<file path="config.mk">
export PLATFORM = sky130hd
export DESIGN_NAME = rvfi_check_ctrl
export DESIGN_NICKNAME = d
export VERILOG_FILES = /design/src/rtl/rvfi_check_ctrl.sv
export SDC_FILE = /design/constraint.sdc
export NUM_CORES = 1
export LEC_CHECK = 0
export ABC_AREA = 0
export CAP_MARGIN = 20
export CORE_MARGIN = 1
export CORE_UTILIZATION = 40
export DETAILED_ROUTE_END_ITERATION = 10
export GPL_ROUTABILITY_DRIVEN = 0
export PLACE_DENSITY = 0.64
export SLEW_MARGIN = 20
export SYNTH_ARGS = -nofsm -noshare
export SYNTH_HDL_FRONTEND = slang
export SYNTH_SLANG_ARGS = --single-unit
</file>
<file path="constraint.sdc">
create_clock -name clock -period 2.3 [get_ports clock]
set_input_delay 0.23 -clock clock [delete_from_list [all_inputs] [get_ports clock]]
set_output_delay 0.23 -clock clock [all_outputs]
set_load 0.1 [all_outputs]
</file>
<file path="src/rtl/rvfi_check_ctrl.sv">
// rvfi_check_ctrl: sequences checker reset, the one-shot trig pulse and the
// delayed check pulse from either the cycle count or the cumulative retirement count.
module rvfi_check_ctrl #(
    parameter int NRET         = 1,
    parameter int RESET_CYCLES = 1,
    parameter int TRIG_MODE    = 0,
    parameter int TRIG_CYCLE   = 10,
    parameter int TRIG_RETIRE  = 1,
    parameter int CHECK_GAP    = 10
) (
    input  logic            clock,
    input  logic            reset,
    input  logic [NRET-1:0] rvfi_valid,
    output logic            chk_reset,
    output logic            trig,
    output logic            check,
    output logic [7:0]      cycle,
    output logic [15:0]     retired,
    output logic [1:0]      state,
    output logic            timeout
);

    typedef enum logic [1:0] {
        ST_IDLE       = 2'd0,
        ST_ARMED      = 2'd1,
        ST_WAIT_CHECK = 2'd2,
        ST_DONE       = 2'd3
    } state_e;

    localparam logic [31:0] RESET_CYCLES_W = 32'(RESET_CYCLES);
    localparam logic [31:0] TRIG_CYCLE_W   = 32'(TRIG_CYCLE);
    localparam logic [16:0] TRIG_RETIRE_W  = 17'(TRIG_RETIRE);
    localparam logic [31:0] CHECK_GAP_W    = 32'(CHECK_GAP);
    localparam bit          GAP_ZERO       = (CHECK_GAP == 0);

    logic [7:0]  cycle_q, cycle_d;
    logic [15:0] retired_q, retired_d;
    logic [7:0]  gap_q, gap_d;
    state_e      state_q, state_d;
    logic        timeout_q, timeout_d;

    logic [16:0] retire_cnt;
    logic [16:0] retire_sum;
    logic        trig_cond;
    logic        gap_hit;

    // NOTE: combinational blocks use blocking '=' and give every target a
    // default first, so no path leaves a value held and no latch is inferred.
    always_comb begin
        retire_cnt = '0;
        for (int i = 0; i < NRET; i++) begin
            retire_cnt = retire_cnt + 17'(rvfi_valid[i]);
        end
    end

    // 17-bit sum keeps the carry so the mode-1 compare sees the unsaturated total.
    assign retire_sum = {1'b0, retired_q} + retire_cnt;

    generate
        if (RESET_CYCLES <= 0) begin : g_no_chk_reset
            assign chk_reset = 1'b0;
        end else begin : g_chk_reset
            assign chk_reset = ({24'd0, cycle_q} < RESET_CYCLES_W);
        end

        if (TRIG_MODE == 0) begin : g_trig_cycle
            assign trig_cond = ({24'd0, cycle_q} == TRIG_CYCLE_W);
        end else begin : g_trig_retire
            assign trig_cond = (retire_sum >= TRIG_RETIRE_W);
        end
    endgenerate

    assign cycle_d = (cycle_q == 8'hFF) ? cycle_q : cycle_q + 8'd1;
    assign gap_hit = (({24'd0, gap_q} + 32'd1) == CHECK_GAP_W);

    always_comb begin
        retired_d = retired_q;
        if (!chk_reset) begin
            retired_d = retire_sum[16] ? 16'hFFFF : retire_sum[15:0];
        end
    end

    always_comb begin
        state_d   = state_q;
        gap_d     = gap_q;
        timeout_d = timeout_q;
        trig      = 1'b0;
        check     = 1'b0;
        case (state_q)
            ST_IDLE: begin
                if (!chk_reset) begin
                    state_d = ST_ARMED;
                end
            end
            ST_ARMED: begin
                if (trig_cond) begin
                    trig  = 1'b1;
                    gap_d = '0;
                    if (GAP_ZERO) begin
                        check   = 1'b1;
                        state_d = ST_DONE;
                    end else begin
                        state_d = ST_WAIT_CHECK;
                    end
                end else if (cycle_q == 8'hFF) begin
                    // Cycle counter saturated without the trigger ever firing.
                    timeout_d = 1'b1;
                    state_d   = ST_DONE;
                end
            end
            ST_WAIT_CHECK: begin
                gap_d = gap_q + 8'd1;
                if (gap_hit) begin
                    check   = 1'b1;
                    state_d = ST_DONE;
                end
            end
            ST_DONE: begin
                state_d = ST_DONE;
            end
            default: begin
                state_d = ST_IDLE;
            end
        endcase
    end

    // NOTE: sequential state uses non-blocking '<=' so every register samples
    // the pre-edge values regardless of statement order.
    always_ff @(posedge clock or posedge reset) begin
        if (reset) begin
            cycle_q   <= '0;
            retired_q <= '0;
            gap_q     <= '0;
            state_q   <= ST_IDLE;
            timeout_q <= 1'b0;
        end else begin
            cycle_q   <= cycle_d;
            retired_q <= retired_d;
            gap_q     <= gap_d;
            state_q   <= state_d;
            timeout_q <= timeout_d;
        end
    end

    assign cycle   = cycle_q;
    assign retired = retired_q;
    assign state   = state_q;
    assign timeout = timeout_q;

endmodule

</file>
==> flow_metrics.tcl, run 1 <==
set metrics [dict create \
    timing.critical_path.from "gap_q[0]" \
    grt_antenna_before_repair 0 \
    clockBufferDepth 2 \
    clk_transition_reported_paths_ps 80 \
    ys_dominant_reg_cell "sky130_fd_sc_hd__dfrtp_1" \
    grt.met1_usage_pct 25.50 \
    met2_usage_pct 30.19 \
    place_hpwl_mm 3.085 \
    period_share_pct 95.82 \
    clock_skew_ps 10.39 \
    synth_fp_nets 217 \
    numCtsBuffers 5 \
    p_seq_share_pct 38.6 \
    hold_path_class "in2async" \
    reg2reg_slack_ps 420 \
    p_switching_uw 913.6 \
    cts_hold_buf 0 \
    die-area_um2 5172 \
    placement_rows 25 \
    timing.rr.start "cycle[2]" \
    setup_slack_ps 96.06 \
    synth-warning-count 0 \
    htreeDepth 2 \
    buffer_ports.inserted 32 \
    viasPerCell 5.627 \
    global_route.usage.total_pct 19.02 \
    cp.required_ps 2070 \
    routed_wire_length_per_instance_um 14.51 \
    nets 256 \
    routed-via-count 1767 \
    top_usage_layer "met2" \
    synth_cells 207 \
    pre_cts_slack_ps 247.7 \
    arrival_ps 1970 \
    synthesis.area_per_instance_um2 9.447 \
    min_period_ps 2204 \
    p_sw_share_pct 46.42 \
    fin_util_pct 53.62 \
    drt_drc_violations_left 0 \
    grt_start_max_net_pins 36 \
    post_synth_main_area_contributors "sky130_fd_sc_hd__dfrtp_1 45%, sky130_fd_sc_hd__ha_1 4.5%, sky130_fd_sc_hd__nand3_1 4.4%" \
    antenna_cells_inserted 0 \
    run_status "completed" \
    clkPwrFrac_pct 22.6 \
    die_y_um 71.92 \
    power.combinational.fraction_pct 38.8 \
    synth-async-reset-ratio_pct 100.0 \
    global_route_wire_length_before_repair_mm 7.590 \
    dr.first_iter.drc_count 128 \
    first_pass_iters 4 \
    drtAntennaViolNets 0 \
    worst_setup_path_start_kind "register" \
    synth_top_cell_by_area "sky130_fd_sc_hd__dfrtp_1" \
    use_met3_pct 3.611 \
    power_density_nw_per_um2 777.2 \
    yosys_register_bits 35 \
    critical_path_peak_fanout 6 \
    die_x_extent_um 71.92 \
    yosysTopAreaCellShare_pct 44.79 \
    worst-r2r-cell-count 4 \
    first_global_vias 1609 \
    intPower_mw 1.054 \
    post-route-cell-area_um2 2532 \
    ys_seq_area_share_pct 44.79 \
    drive_gt1_share_pct 30.36 \
    timing.fmax_ghz 0.4537 \
    placement.cell_area_um2 2396 \
    netlist-cell-type-count 42 \
    finalSetupViolCount 0 \
    finalMaxSlewViolations 0 \
    max_slew_margin_vs_limit_pct 66.78 \
    synth_area_um2 1956 \
    worstMarginPinSlew_ps 498.3 \
    clock_insertion_delay_worst_skew_ps 290 \
    clock_tree_from_tritoncts "built" \
    cts.sink_count 35 \
    totalPowerFinal_mw 1.968 \
    report.final.hold_viol_count 0 \
    critical_r2r_capture "retired[9]" \
    cts_root_buffer "sky130_fd_sc_hd__clkbuf_8" \
    critical_path.endpoint_type "output pin" \
    drt_wl_total_mm 4.556 \
    p_leak_nw 1.085 \
    cap_viol_max_count 0 \
    syn2layout_area_growth_pct 29.49 \
    worstSetupPathType "reg2out" \
    ios 33 \
    ir_worst_vdd_uv 777.5 \
    synth-edff-count 0 \
    core_area_um2 4723 \
    grt.overflow.total 0 \
    start_util_pct 41.40 \
    final.hold.worst_slack_ps 348.6 \
]
## power by group through the flow
stage / registers, mW / clock network, mW / logic [mW]
finish: 0.760 / 0.445 / 0.763
global route: 0.776 / 0.476 / 0.802
CTS: 0.761 / 0.458 / 0.768
detailed placement: 0.772 / 0 / 0.766
global placement: 0.773 / 0 / 0.762
floorplan: 1.20 / 0 / 0.171
## per-stage QoR
stage                     TNS (ps)  instances
after global routing        -17.67        314
after global placement           0        304
final                            0        314
after CTS                        0        314
after detailed placement         0        304
after floorplan             -54.99        207
## logic make-up after synthesis
family,Yosys count,share of synthesized area [%]
muxes,5,2.559
buffers and inverters,15,2.879
and+or+nand+nor,85,23.48
AOI/OAI and AO/OA,56,20.03
adders and majority gates,7,4.478
DFF,35,44.79
xor gates and xnor gates,4,1.791
## cells in the final DEF, fill, tap and decap left out, types with 3 or more instances in the layout
cell type	synthesis	routed
sky130_fd_sc_hd__a21oi_1	7	7
sky130_fd_sc_hd__a31oi_1	13	12
sky130_fd_sc_hd__a41oi_1	4	4
sky130_fd_sc_hd__and2_1	3	3
sky130_fd_sc_hd__and3_1	9	9
sky130_fd_sc_hd__buf_12	0	3
sky130_fd_sc_hd__buf_4	0	33
sky130_fd_sc_hd__clkbuf_8	0	5
sky130_fd_sc_hd__dfrtp_1	35	22
sky130_fd_sc_hd__dfrtp_2	0	11
sky130_fd_sc_hd__ha_1	7	6
sky130_fd_sc_hd__inv_1	9	7
sky130_fd_sc_hd__mux2i_1	5	5
sky130_fd_sc_hd__nand2_1	13	13
sky130_fd_sc_hd__nand2b_1	3	3
sky130_fd_sc_hd__nand3_1	17	15
sky130_fd_sc_hd__nand4_1	4	4
sky130_fd_sc_hd__nor2_1	12	12
sky130_fd_sc_hd__nor2b_1	5	4
sky130_fd_sc_hd__nor3_1	8	6
sky130_fd_sc_hd__nor4_1	4	3
sky130_fd_sc_hd__o21a_1	4	4
sky130_fd_sc_hd__o21ai_0	12	12
sky130_fd_sc_hd__xnor2_1	4	4
## Yosys cell counts (all sizes together), types with 5 or more instances
cell / count
and3: 9
dfrtp: 35
inv: 9
nor2: 12
nor4: 5
nand2: 13
a31oi: 14
nor2b: 5
nand3: 17
mux2i: 5
nor3: 8
o21ai: 14
a21oi: 7
ha: 7
clkbuf: 6
## critical path: stages (launching register included)
cell                       delay (ps)
sky130_fd_sc_hd__dfrtp_2          390
sky130_fd_sc_hd__ha_4             160
sky130_fd_sc_hd__or3b_2           450
sky130_fd_sc_hd__o22ai_2          110
sky130_fd_sc_hd__o221ai_2         140
sky130_fd_sc_hd__nor3_4           220
sky130_fd_sc_hd__buf_12           200
## metal layers
metal | share of wire [%] | routed length [µm]
met1 | 45 | 2072
met2 | 48 | 2186
met3 | 4.8 | 217
met4 | 1.7 | 78
met5 | 0 | 0
## state kept, by name (all words and copies together) (netlist names)
name and flops:
state 2, retired 16, timeout 1, cycle 8
gap_q 8
## cell type report
| class | count | area, µm² |
|---|---|---|
| repair buffers | 38 | 327.8 |
| well taps | 67 | 83.83 |
| multi-input cells | 157 | 1101 |
| flip-flops and latches | 35 | 897.1 |
| clock inverters | 2 | 12.51 |
| inverters | 9 | 37.54 |
| clock buffers | 6 | 72.57 |
| fillers | 441 | 2191 |
## how the worst max path moves through the flow
| stage | to | cells past startpoint |
|---|---|---|
| floorplan | check | 5 |
| global placement | check | 6 |
| detailed placement | check | 6 |
| CTS | check | 6 |
| global route | check | 6 |
| finish | check | 6 |
## timing repair
action	4_1_cts	5_1_grt
gates cloned	0	0
resized for setup	2	5
pin swaps	0	1
endpoints found under the setup margin	1	1
setup buffers	2	0
No activity file was read; power rests on OpenSTA's default activity.
==> run 2: changes to the inputs <==
--- a/config.mk
+++ b/config.mk
@@ -12,6 +12,7 @@
 export DETAILED_ROUTE_END_ITERATION = 10
 export GPL_ROUTABILITY_DRIVEN = 0
 export PLACE_DENSITY = 0.64
+export RECOVER_POWER = 100
 export SLEW_MARGIN = 20
 export SYNTH_ARGS = -nofsm -noshare
 export SYNTH_HDL_FRONTEND = slang
==> flow_metrics.tcl, run 2 (synthesis gave the netlist of run 1 again) <==
set metrics [dict create \
    core_area_um2 4723 \
    cts.sink_count 35 \
    antenna_cells_inserted 0 \
    min_period_ps 2203 \
    critical_path_buf_inv_count 1 \
    cts_root_buffer "sky130_fd_sc_hd__clkbuf_8" \
    final.hold.worst_slack_ps 472.2 \
    clock_skew_ps 8.539 \
    clock_insertion_delay_worst_skew_ps 290 \
    timing.fmax_ghz 0.4540 \
    global_route.usage.total_pct 19.02 \
    power_density_nw_per_um2 799.9 \
    worstMarginPinSlew_ps 1167 \
    timing.critical_path.cells "ha_4 -> or3b_2 -> o22ai_2 -> o221ai_2 -> nor3_4 -> buf_12" \
    totalPowerFinal_mw 1.897 \
    viasPerCell 5.662 \
    report.final.hold_viol_count 0 \
    hold_path_class "reg2reg" \
    syn2layout_area_growth_pct 21.24 \
    grt.overflow.total 0 \
    place_hpwl_mm 3.085 \
    die_y_um 71.92 \
    dr.first_iter.drc_count 159 \
    first_global_vias 1609 \
    commonest_cells_after_routing_fill_and_taps_aside "31 x sky130_fd_sc_hd__clkbuf_1, 23 x sky130_fd_sc_hd__dfrtp_1, 15 x sky130_fd_sc_hd__nand3_1" \
    run_status "completed" \
    pre_cts_slack_ps 247.7 \
    buffer_ports.inserted 32 \
    critical_path.endpoint_type "output pin" \
    critPathSlowestCell "sky130_fd_sc_hd__or3b_2" \
    drt_drc_violations_left 0 \
    global_route_wire_length_before_repair_mm 7.590 \
    placement_rows 25 \
    cts_hold_buf 0 \
    critPathTopFamily "simple AND/OR/NAND/NOR gates" \
    worst_setup_path_start_kind "register" \
    mostFrequentLayoutCell "sky130_fd_sc_hd__clkbuf_1" \
    routed-via-count 1778 \
    routed_wire_length_per_instance_um 14.58 \
    drive_gt1_share_pct 15.79 \
    p_leak_nw 0.9591 \
    start_util_pct 41.40 \
    clock_tree_from_tritoncts "built" \
    ir_worst_vdd_uv 738.4 \
    number_of_flip_flops_in_the_largest_register 16 \
    cap_viol_max_count 0 \
    htreeDepth 2 \
    placedCellCount 304 \
    ios 33 \
    grt_start_max_net_pins 36 \
    finalSetupViolCount 0 \
    critical_path_peak_fanout 6 \
    die-area_um2 5172 \
    arrival_ps 1970 \
    numCtsBuffers 5 \
    final_cell_count_no_fill 314 \
    finalMaxSlewViolations 0 \
    drt_wl_total_mm 4.577 \
    clockBufferDepth 2 \
    period_share_pct 95.76 \
    drtAntennaViolNets 0 \
    cpPeakStageDelay_ps 450 \
    clk_transition_reported_paths_ps 70 \
    worstSetupPathType "reg2out" \
    grt_antenna_before_repair 0 \
    max_slew_margin_vs_limit_pct 22.56 \
    cp.required_ps 2070 \
    nets 256 \
    fillCellCount 479 \
    first_pass_iters 4 \
    die_x_extent_um 71.92 \
    setup_slack_ps 97.49 \
]
==> run 2: cell types whose count changed in the layout (fill, tap and decap cells not counted), sizes merged <==
cell / change
buf: -31
clkbuf: +31
clkdlybuf4s50: -2
dlygate4sd3: +2
==> run 2: final timing paths <==
check / depth (start not counted) / slack [ps] / end / startpoint
min in group asynchronous: 3 / 650 / retired[11] / reset
min reg2reg: 1 / 470 / timeout / timeout
max reg2reg: 4 / 190 / retired[9] / cycle[2]
max: 6 / 100 / check / gap_q[0]
max in group asynchronous: 3 / 1000 / cycle[1] / reset
min: 1 / 470 / timeout / timeout
==> run 2: metrics by stage <==
step	TNS (ps)	utilization, %	cell area [µm²]
6_report	0	50.20	2371
5_1_grt	-17.67	50.20	2371
4_1_cts	0	52.90	2499
3_5_place_dp	0	50.73	2396
3_3_place_gp	0	50.73	2396
2_1_floorplan	-54.99	-	2022
==> run 2: cell type report <==
type | count | area, µm² | share of cell area (%)
flip-flops and latches | 35 | 895.9 | 37.78
multi-input cells | 157 | 1070 | 45.12
clock inverters | 2 | 12.51 | 0.5277
repair buffers | 38 | 198.9 | 8.391
inverters | 9 | 37.54 | 1.583
clock buffers | 6 | 72.57 | 3.061
well taps | 67 | 83.83 | 3.536
==> run 2: routing by layer <==
metal	track usage [%]	wire [µm]	vias to the layer above
li1	-	-	858
met1	25.50	2086	860
met2	30.19	2196	53
met3	3.611	216	7
met4	8.497	78	0
met5	0	0	-
==> run 2: what timing repair did <==
item                                    CTS  global route
resized for setup                         2             5
setup buffers                             2             0
endpoints found under the hold margin     0             0
endpoints found under the setup margin    1             1
pin swaps                                 0             1
==> run 2: power by group <==
group / switching, mW / total, mW / internal, mW
Sequential: 0.0757 / 0.755 / 0.679
Clock: 0.232 / 0.444 / 0.212
Combinational: 0.598 / 0.698 / 0.100
Total: 0.906 / 1.90 / 0.991
